$ cat config.mk
export PLATFORM = sky130hd
export DESIGN_NAME = qspi_flash_sequencer
export DESIGN_NICKNAME = d
export VERILOG_FILES = /design/src/rtl/qspi_flash_sequencer.sv
export SDC_FILE = /design/constraint.sdc
export NUM_CORES = 1
export LEC_CHECK = 0
export BUFFER_PORTS_ARGS = -buffer_cell sky130_fd_sc_hd__clkbuf_2
export CAP_MARGIN = 20
export CELL_PAD_IN_SITES_DETAIL_PLACEMENT = 1
export CELL_PAD_IN_SITES_GLOBAL_PLACEMENT = 1
export CORE_MARGIN = 10
export CORE_UTILIZATION = 40
export DETAILED_ROUTE_END_ITERATION = 8
export PLACE_DENSITY = 0.92
export SLEW_MARGIN = 25
export SYNTH_ARGS = -nofsm -noshare
export SYNTH_HDL_FRONTEND = slang
export SYNTH_SLANG_ARGS = --single-unit
$ cat constraint.sdc
create_clock -name clk_in -period 3.9 [get_ports clk_in]
set_clock_uncertainty 0.2 [all_clocks]
set_input_delay 0 -clock clk_in [delete_from_list [all_inputs] [get_ports clk_in]]
set_output_delay 0 -clock clk_in [all_outputs]
set_load 0.02 [all_outputs]
$ cat src/rtl/qspi_flash_sequencer.sv
// qspi_flash_sequencer: op-level controller in front of dword_interface.
// Expands one flash request (RDSR / sector erase / page program / read) into
// header+payload word transactions, with write-enable and WIP status polling.
// Optional feature macro: SEQ_QUAD_READ_EN (quad-output fast read 0x6B with a
// dummy word instead of single-line 0x03).
module qspi_flash_sequencer #(
  parameter int unsigned MAX_PP_WORDS = 7,
  parameter int unsigned POLL_LIMIT   = 65535,
  parameter int unsigned POLL_GAP     = 16
) (
  input  logic        clk_in,
  input  logic        reset_n,
  input  logic        req_valid,
  output logic        req_ready,
  input  logic [1:0]  req_op,
  input  logic [23:0] req_addr,
  input  logic [2:0]  req_words,
  input  logic [31:0] prog_data,
  input  logic        prog_valid,
  output logic        prog_ready,
  output logic        done,
  output logic        err,
  output logic [7:0]  status,
  output logic [63:0] rd_data,
  output logic        if_wr,
  output logic [31:0] if_data,
  input  logic        if_busy,
  input  logic        if_error,
  input  logic [63:0] if_readout
);

  localparam logic [1:0] ReqRdsr  = 2'd0;
  localparam logic [1:0] ReqErase = 2'd1;
  localparam logic [1:0] ReqProg  = 2'd2;
  localparam logic [1:0] ReqRead  = 2'd3;

  typedef enum logic [2:0] {OpIdle, OpWren, OpCmd, OpPollGap, OpPoll, OpFinish} op_state_e;
  typedef enum logic [1:0] {THdr, TPay, TWait, TDone} tx_state_e;

  op_state_e   op_q;
  tx_state_e   tx_q;
  logic [1:0]  kind_q;
  logic [23:0] addr_q;
  logic [6:0]  nwords_q;
  logic [6:0]  idx_q;
  logic        wait_first_q;
  logic [15:0] gap_q;
  logic [15:0] polls_q;
  logic        err_q;
  logic [7:0]  status_q;
  logic [63:0] rd_data_q;

  // Program word count: 0 means one word, clamp to the per-page maximum.
  logic [6:0] req_n;
  always_comb begin
    req_n = (req_words == 3'd0) ? 7'd1 : {4'd0, req_words};
    if (32'(req_n) > MAX_PP_WORDS) req_n = 7'(MAX_PP_WORDS);
  end

  // Describe the transaction belonging to the current op step.
  logic        tx_quad;
  logic [6:0]  tx_len;
  logic [11:0] tx_out;
  logic [11:0] tx_in;
  logic [31:0] tx_word;
  logic        tx_is_data;
  always_comb begin
    tx_quad    = 1'b0;
    tx_len     = 7'd1;
    tx_out     = 12'd0;
    tx_in      = 12'd8;
    tx_word    = 32'h0600_0000;
    tx_is_data = 1'b0;
    if (op_q == OpPoll) begin
      tx_out  = 12'd8;
      tx_word = 32'h0500_0000;
    end else if (op_q == OpCmd) begin
      unique case (kind_q)
        ReqRdsr: begin
          tx_out  = 12'd8;
          tx_word = 32'h0500_0000;
        end
        ReqErase: begin
          tx_in   = 12'd32;
          tx_word = {8'h20, addr_q};
        end
        ReqProg: begin
          tx_len     = nwords_q + 7'd1;
          tx_in      = {nwords_q + 7'd1, 5'd0};
          tx_is_data = (idx_q != 7'd0);
          tx_word    = tx_is_data ? prog_data : {8'h02, addr_q};
        end
        ReqRead: begin
          tx_out = 12'd64;
`ifdef SEQ_QUAD_READ_EN
          tx_quad = 1'b1;
          tx_len  = 7'd2;
          tx_in   = 12'd40;
          tx_word = (idx_q == 7'd0) ? {8'h6B, addr_q} : 32'h0;
`else
          tx_in   = 12'd32;
          tx_word = {8'h03, addr_q};
`endif
        end
      endcase
    end
  end

  // Word port drive: header once the interface is free, then payload words.
  // Program data words stall while no data is offered.
  always_comb begin
    if_wr      = 1'b0;
    if_data    = 32'h0;
    prog_ready = 1'b0;
    if (op_q == OpWren || op_q == OpCmd || op_q == OpPoll) begin
      if (tx_q == THdr && !if_busy) begin
        if_wr   = 1'b1;
        if_data = {tx_quad, tx_len, tx_out, tx_in};
      end else if (tx_q == TPay && (!tx_is_data || prog_valid)) begin
        if_wr      = 1'b1;
        if_data    = tx_word;
        prog_ready = tx_is_data;
      end
    end
  end

  assign req_ready = (op_q == OpIdle) && !if_busy;
  assign done      = (op_q == OpFinish);
  assign err       = err_q;
  assign status    = status_q;
  assign rd_data   = rd_data_q;

  // Op and transaction sequencing with latched request and result registers.
  always_ff @(posedge clk_in or negedge reset_n) begin
    if (!reset_n) begin
      op_q         <= OpIdle;
      tx_q         <= THdr;
      kind_q       <= ReqRdsr;
      addr_q       <= 24'h0;
      nwords_q     <= 7'd1;
      idx_q        <= 7'd0;
      wait_first_q <= 1'b0;
      gap_q        <= 16'd0;
      polls_q      <= 16'd0;
      err_q        <= 1'b0;
      status_q     <= 8'h0;
      rd_data_q    <= 64'h0;
    end else begin
      unique case (op_q)
        OpIdle: begin
          if (req_valid && req_ready) begin
            kind_q   <= req_op;
            addr_q   <= req_addr;
            nwords_q <= req_n;
            err_q    <= 1'b0;
            polls_q  <= 16'd0;
            tx_q     <= THdr;
            op_q     <= (req_op == ReqRdsr || req_op == ReqRead) ? OpCmd : OpWren;
          end
        end
        OpPollGap: begin
          if (32'(gap_q) + 32'd1 >= POLL_GAP) begin
            op_q <= OpPoll;
            tx_q <= THdr;
          end else begin
            gap_q <= gap_q + 16'd1;
          end
        end
        OpFinish: op_q <= OpIdle;
        default: begin
          unique case (tx_q)
            THdr: begin
              if (!if_busy) begin
                tx_q  <= TPay;
                idx_q <= 7'd0;
              end
            end
            TPay: begin
              if (if_wr) begin
                if (idx_q == tx_len - 7'd1) begin
                  tx_q         <= TWait;
                  wait_first_q <= 1'b1;
                end else begin
                  idx_q <= idx_q + 7'd1;
                end
              end
            end
            // busy only rises the cycle after the header, so skip one sample.
            TWait: begin
              wait_first_q <= 1'b0;
              if (!wait_first_q && !if_busy) tx_q <= TDone;
            end
            TDone: begin
              tx_q <= THdr;
              if (if_error) begin
                err_q <= 1'b1;
                op_q  <= OpFinish;
              end else if (op_q == OpWren) begin
                op_q <= OpCmd;
              end else if (op_q == OpCmd) begin
                if (kind_q == ReqRdsr) begin
                  status_q <= if_readout[7:0];
                  op_q     <= OpFinish;
                end else if (kind_q == ReqRead) begin
                  rd_data_q <= if_readout;
                  op_q      <= OpFinish;
                end else begin
                  gap_q <= 16'd0;
                  op_q  <= OpPollGap;
                end
              end else begin
                status_q <= if_readout[7:0];
                if (polls_q != 16'hFFFF) polls_q <= polls_q + 16'd1;
                if (!if_readout[0]) begin
                  op_q <= OpFinish;
                end else if (32'(polls_q) + 32'd1 >= POLL_LIMIT) begin
                  err_q <= 1'b1;
                  op_q  <= OpFinish;
                end else begin
                  gap_q <= 16'd0;
                  op_q  <= OpPollGap;
                end
              end
            end
          endcase
        end
      endcase
    end
  end

endmodule
==> flow_metrics.tcl <==
set metrics [dict create \
    antenna_found_initial 4 \
    p_comb_share_pct 43.4 \
    crit_slowest_cell "dfrtp_1" \
    ys_top_cells_by_area "dfrtp_1, mux2_1, mux2_2" \
    yosys.area.top_type "dfrtp_1" \
    nFillCells 2162 \
    synth.avg_cell_area_um2 10.7 \
    setup_tns_ps 0 \
    max_stage_delay_ps 450 \
    placed_area_mm2 0.00946 \
    clkSinkCount 147 \
    hold-worst-slack_ps 10.5 \
    post_cts_buffers 0 \
    dieWidth_um 161 \
    synth_flop_cell "dfrtp_1" \
    path_cells "inv_1 > ha_2 > nand3_1 > clkinv_1 > ha_1 > inv_1 > a31oi_1 > a21oi_1 > a2111oi_4 > nand3_2 > a31oi_1 > mux2i_1" \
    viasPerCell 5.91 \
    die-area_mm2 0.0260 \
    crit_start "kind_q[0]" \
    cts_root_buf "clkbuf_16" \
    port_buffers 239 \
    worst_ep_arrival_time_ps 3760 \
    drv_cap 0 \
    fin_crit_sh_pct 93.0 \
    first_global_vias 8960 \
    cp_max_fo 13 \
    rsz0062_at_grt "false" \
    netlist_instances 744 \
    drc_errors 0 \
    layout-drive-gt1-share_pct 33.5 \
    yosysUniqueCellTypes 77 \
    clock.fmax_ghz 0.276 \
    overflow 0 \
    grt_max_degree 108 \
    first_pass_iters 8 \
    post-dp-hpwl_um 20600 \
    ios 240 \
    initial_core_util_pct 40.8 \
    crit_path_end_kind "flop" \
    setup_violations 0 \
    switching_power_mw 2.99 \
    maxSlewViolCount 0 \
    hold_violations 0 \
    cts_tree "built" \
    cts_buffer_depth 2 \
    irDropWorstVdd_mv 0.357 \
    required_ps 4040 \
    post_drt_wl_per_cell_um 26.4 \
    switching_share_pct 44.0 \
    synth_edf_count 0 \
    dieHeight_um 161 \
    core_mm2 0.0195 \
    syn_to_final_growth_pct 37.6 \
    synth_area_mm2 0.00797 \
    critPathTopFamily "compound AO/OA/AOI/OAI gates" \
    p_total_mw 6.79 \
    ys_seq_elements 147 \
    clk-insertion-delay-late_ps 420 \
    grt_use_total_pct 26.9 \
    routed_wl_um 35800 \
    path_buf_inv 3 \
    p_int_mw 3.80 \
    grt_first_pass_wirelength_um 55500 \
    rows 51 \
    min_path_type "input pin to asynchronous set/reset pin" \
    power_frac_seq_pct 33.0 \
    period_needed_ps 3630 \
    cts.clk_slew.worst_paths_ps 80 \
    vias 8005 \
    gp_congestion 0.866 \
    criticalPathCategory "flop to flop" \
    p_leak_nw 5.41 \
    final_area_mm2 0.0110 \
    nNetsFinal 1220 \
    synth-warning-count 0 \
    async_reset_ff_share_pct 100 \
    cts_buffers 17 \
    outcome "finished clean" \
    drt_iter0_drc 765 \
    max_slew_margin_pct 37.1 \
    synth_top_area_share_pct 45.8 \
    syn_nets 892 \
    cp-start-kind "flop" \
    power_density_mw_per_mm2 619 \
    cts_max_level 4 \
    synthTopCellsByCount "dfrtp_1, mux2_1, mux2_2" \
    synth.most_common_cell "dfrtp_1" \
    reg2reg_from "kind_q[0]" \
    p_clk_share_pct 23.6 \
    seq_area_frac_synth_pct 46.2 \
    drtAntennaViolNets 0 \
    tightest_slew_ps 943 \
]
[metal layers]
metal | GRT usage (%) | wire (um) | share of wire [%]
met1 | 30.2 | 13500 | 38
met2 | 44.5 | 17400 | 48
met3 | 7.30 | 2670 | 7.4
met4 | 17.2 | 2300 | 6.4
met5 | 0 | 0 | 0
[kinds of logic after synthesis]
logic type,after synthesis,share of synthesized area [%]
compound gates,165,14.2
mux,131,18.4
flops,147,46.2
fa+ha+maj,18,2.79
simple gates,202,13.6
xor+xnor,11,1.21
buf+inv,70,3.70
[per-stage QoR]
step	util, %	setup WS [ps]	cells
5_1_grt	56.2	56.7	1353
4_1_cts	56.1	252	1350
3_3_place_gp	48.4	630	1223
2_1_floorplan	-	538	744
3_5_place_dp	48.4	342	1223
6_report	56.2	274	1354
[area by class of cell]
class / instances / area, um^2 / area share [%]
antenna: 4 / 10.0 / 0.0912
sequential: 147 / 3680 / 33.5
inverter: 29 / 109 / 0.992
multi-input combinational: 527 / 4010 / 36.5
clock buffer: 18 / 429 / 3.91
tap: 265 / 332 / 3.02
clock inverter: 14 / 118 / 1.07
timing repair buffer: 350 / 2290 / 20.9
[power by group through the flow]
| stage | clock network [mW] | registers [mW] | logic (mW) |
|---|---|---|---|
| floorplan | 0 | 2.22 | 1.75 |
| global placement | 0 | 2.15 | 2.51 |
| detailed placement | 0 | 2.19 | 2.63 |
| CTS | 1.59 | 2.17 | 2.75 |
| global route | 1.67 | 2.27 | 3.15 |
| finish | 1.60 | 2.24 | 2.95 |
[final timing paths]
| check | end | slack (ps) | cells past startpoint |
|---|---|---|---|
| max in group asynchronous | polls_q[0] | 2460 | 3 |
| worst min register to register | gap_q[12] | 290 | 1 |
| min in group clk_in | err | 60 | 5 |
| worst max register to register | tx_q[0] | 270 | 12 |
| worst min-delay path | addr_q[13] | 10 | 2 |
| worst max-delay path | tx_q[0] | 270 | 12 |
[worst register-to-register path: cells and delay by family, from the launching register on]
kind                       cells  cell delay [ps]
adders and majority gates      2              590
and+or+nand+nor                2              480
muxes                          1              220
DFF                            1              450
AOI/OAI and AO/OA              4             1190
buffers and inverters          3              400
[layout by cell type, fill, tap and decap left out, types with 22 or more instances in the layout]
cell | synthesis | layout
dfrtp_1 | 146 | 146
a21oi_1 | 28 | 28
mux2_2 | 61 | 61
o21ai_0 | 27 | 27
nand2_1 | 43 | 43
nor2_1 | 46 | 46
inv_1 | 27 | 27
clkbuf_2 | 0 | 238
a22oi_1 | 22 | 22
mux2_1 | 62 | 62
dlygate4sd3_1 | 0 | 95
[registers in the layout, summed over array words and instances (netlist names)]
| signal | count |
|---|---|
| rd_data | 64 |
| nwords_q | 3 |
| polls_q | 16 |
| tx_q | 2 |
| op_q | 3 |
| status | 8 |
| gap_q | 16 |
| wait_first_q | 1 |
| addr_q | 24 |
| kind_q | 2 |
| idx_q | 7 |
| err | 1 |
[repair_timing]
item / CTS / global route
setup endpoints to repair: 0 / 5
endpoints found under the hold margin: 210 / 0
resized for setup: 0 / 1
hold buffers: 95 / 0
Power figures use the tool's default switching activity.
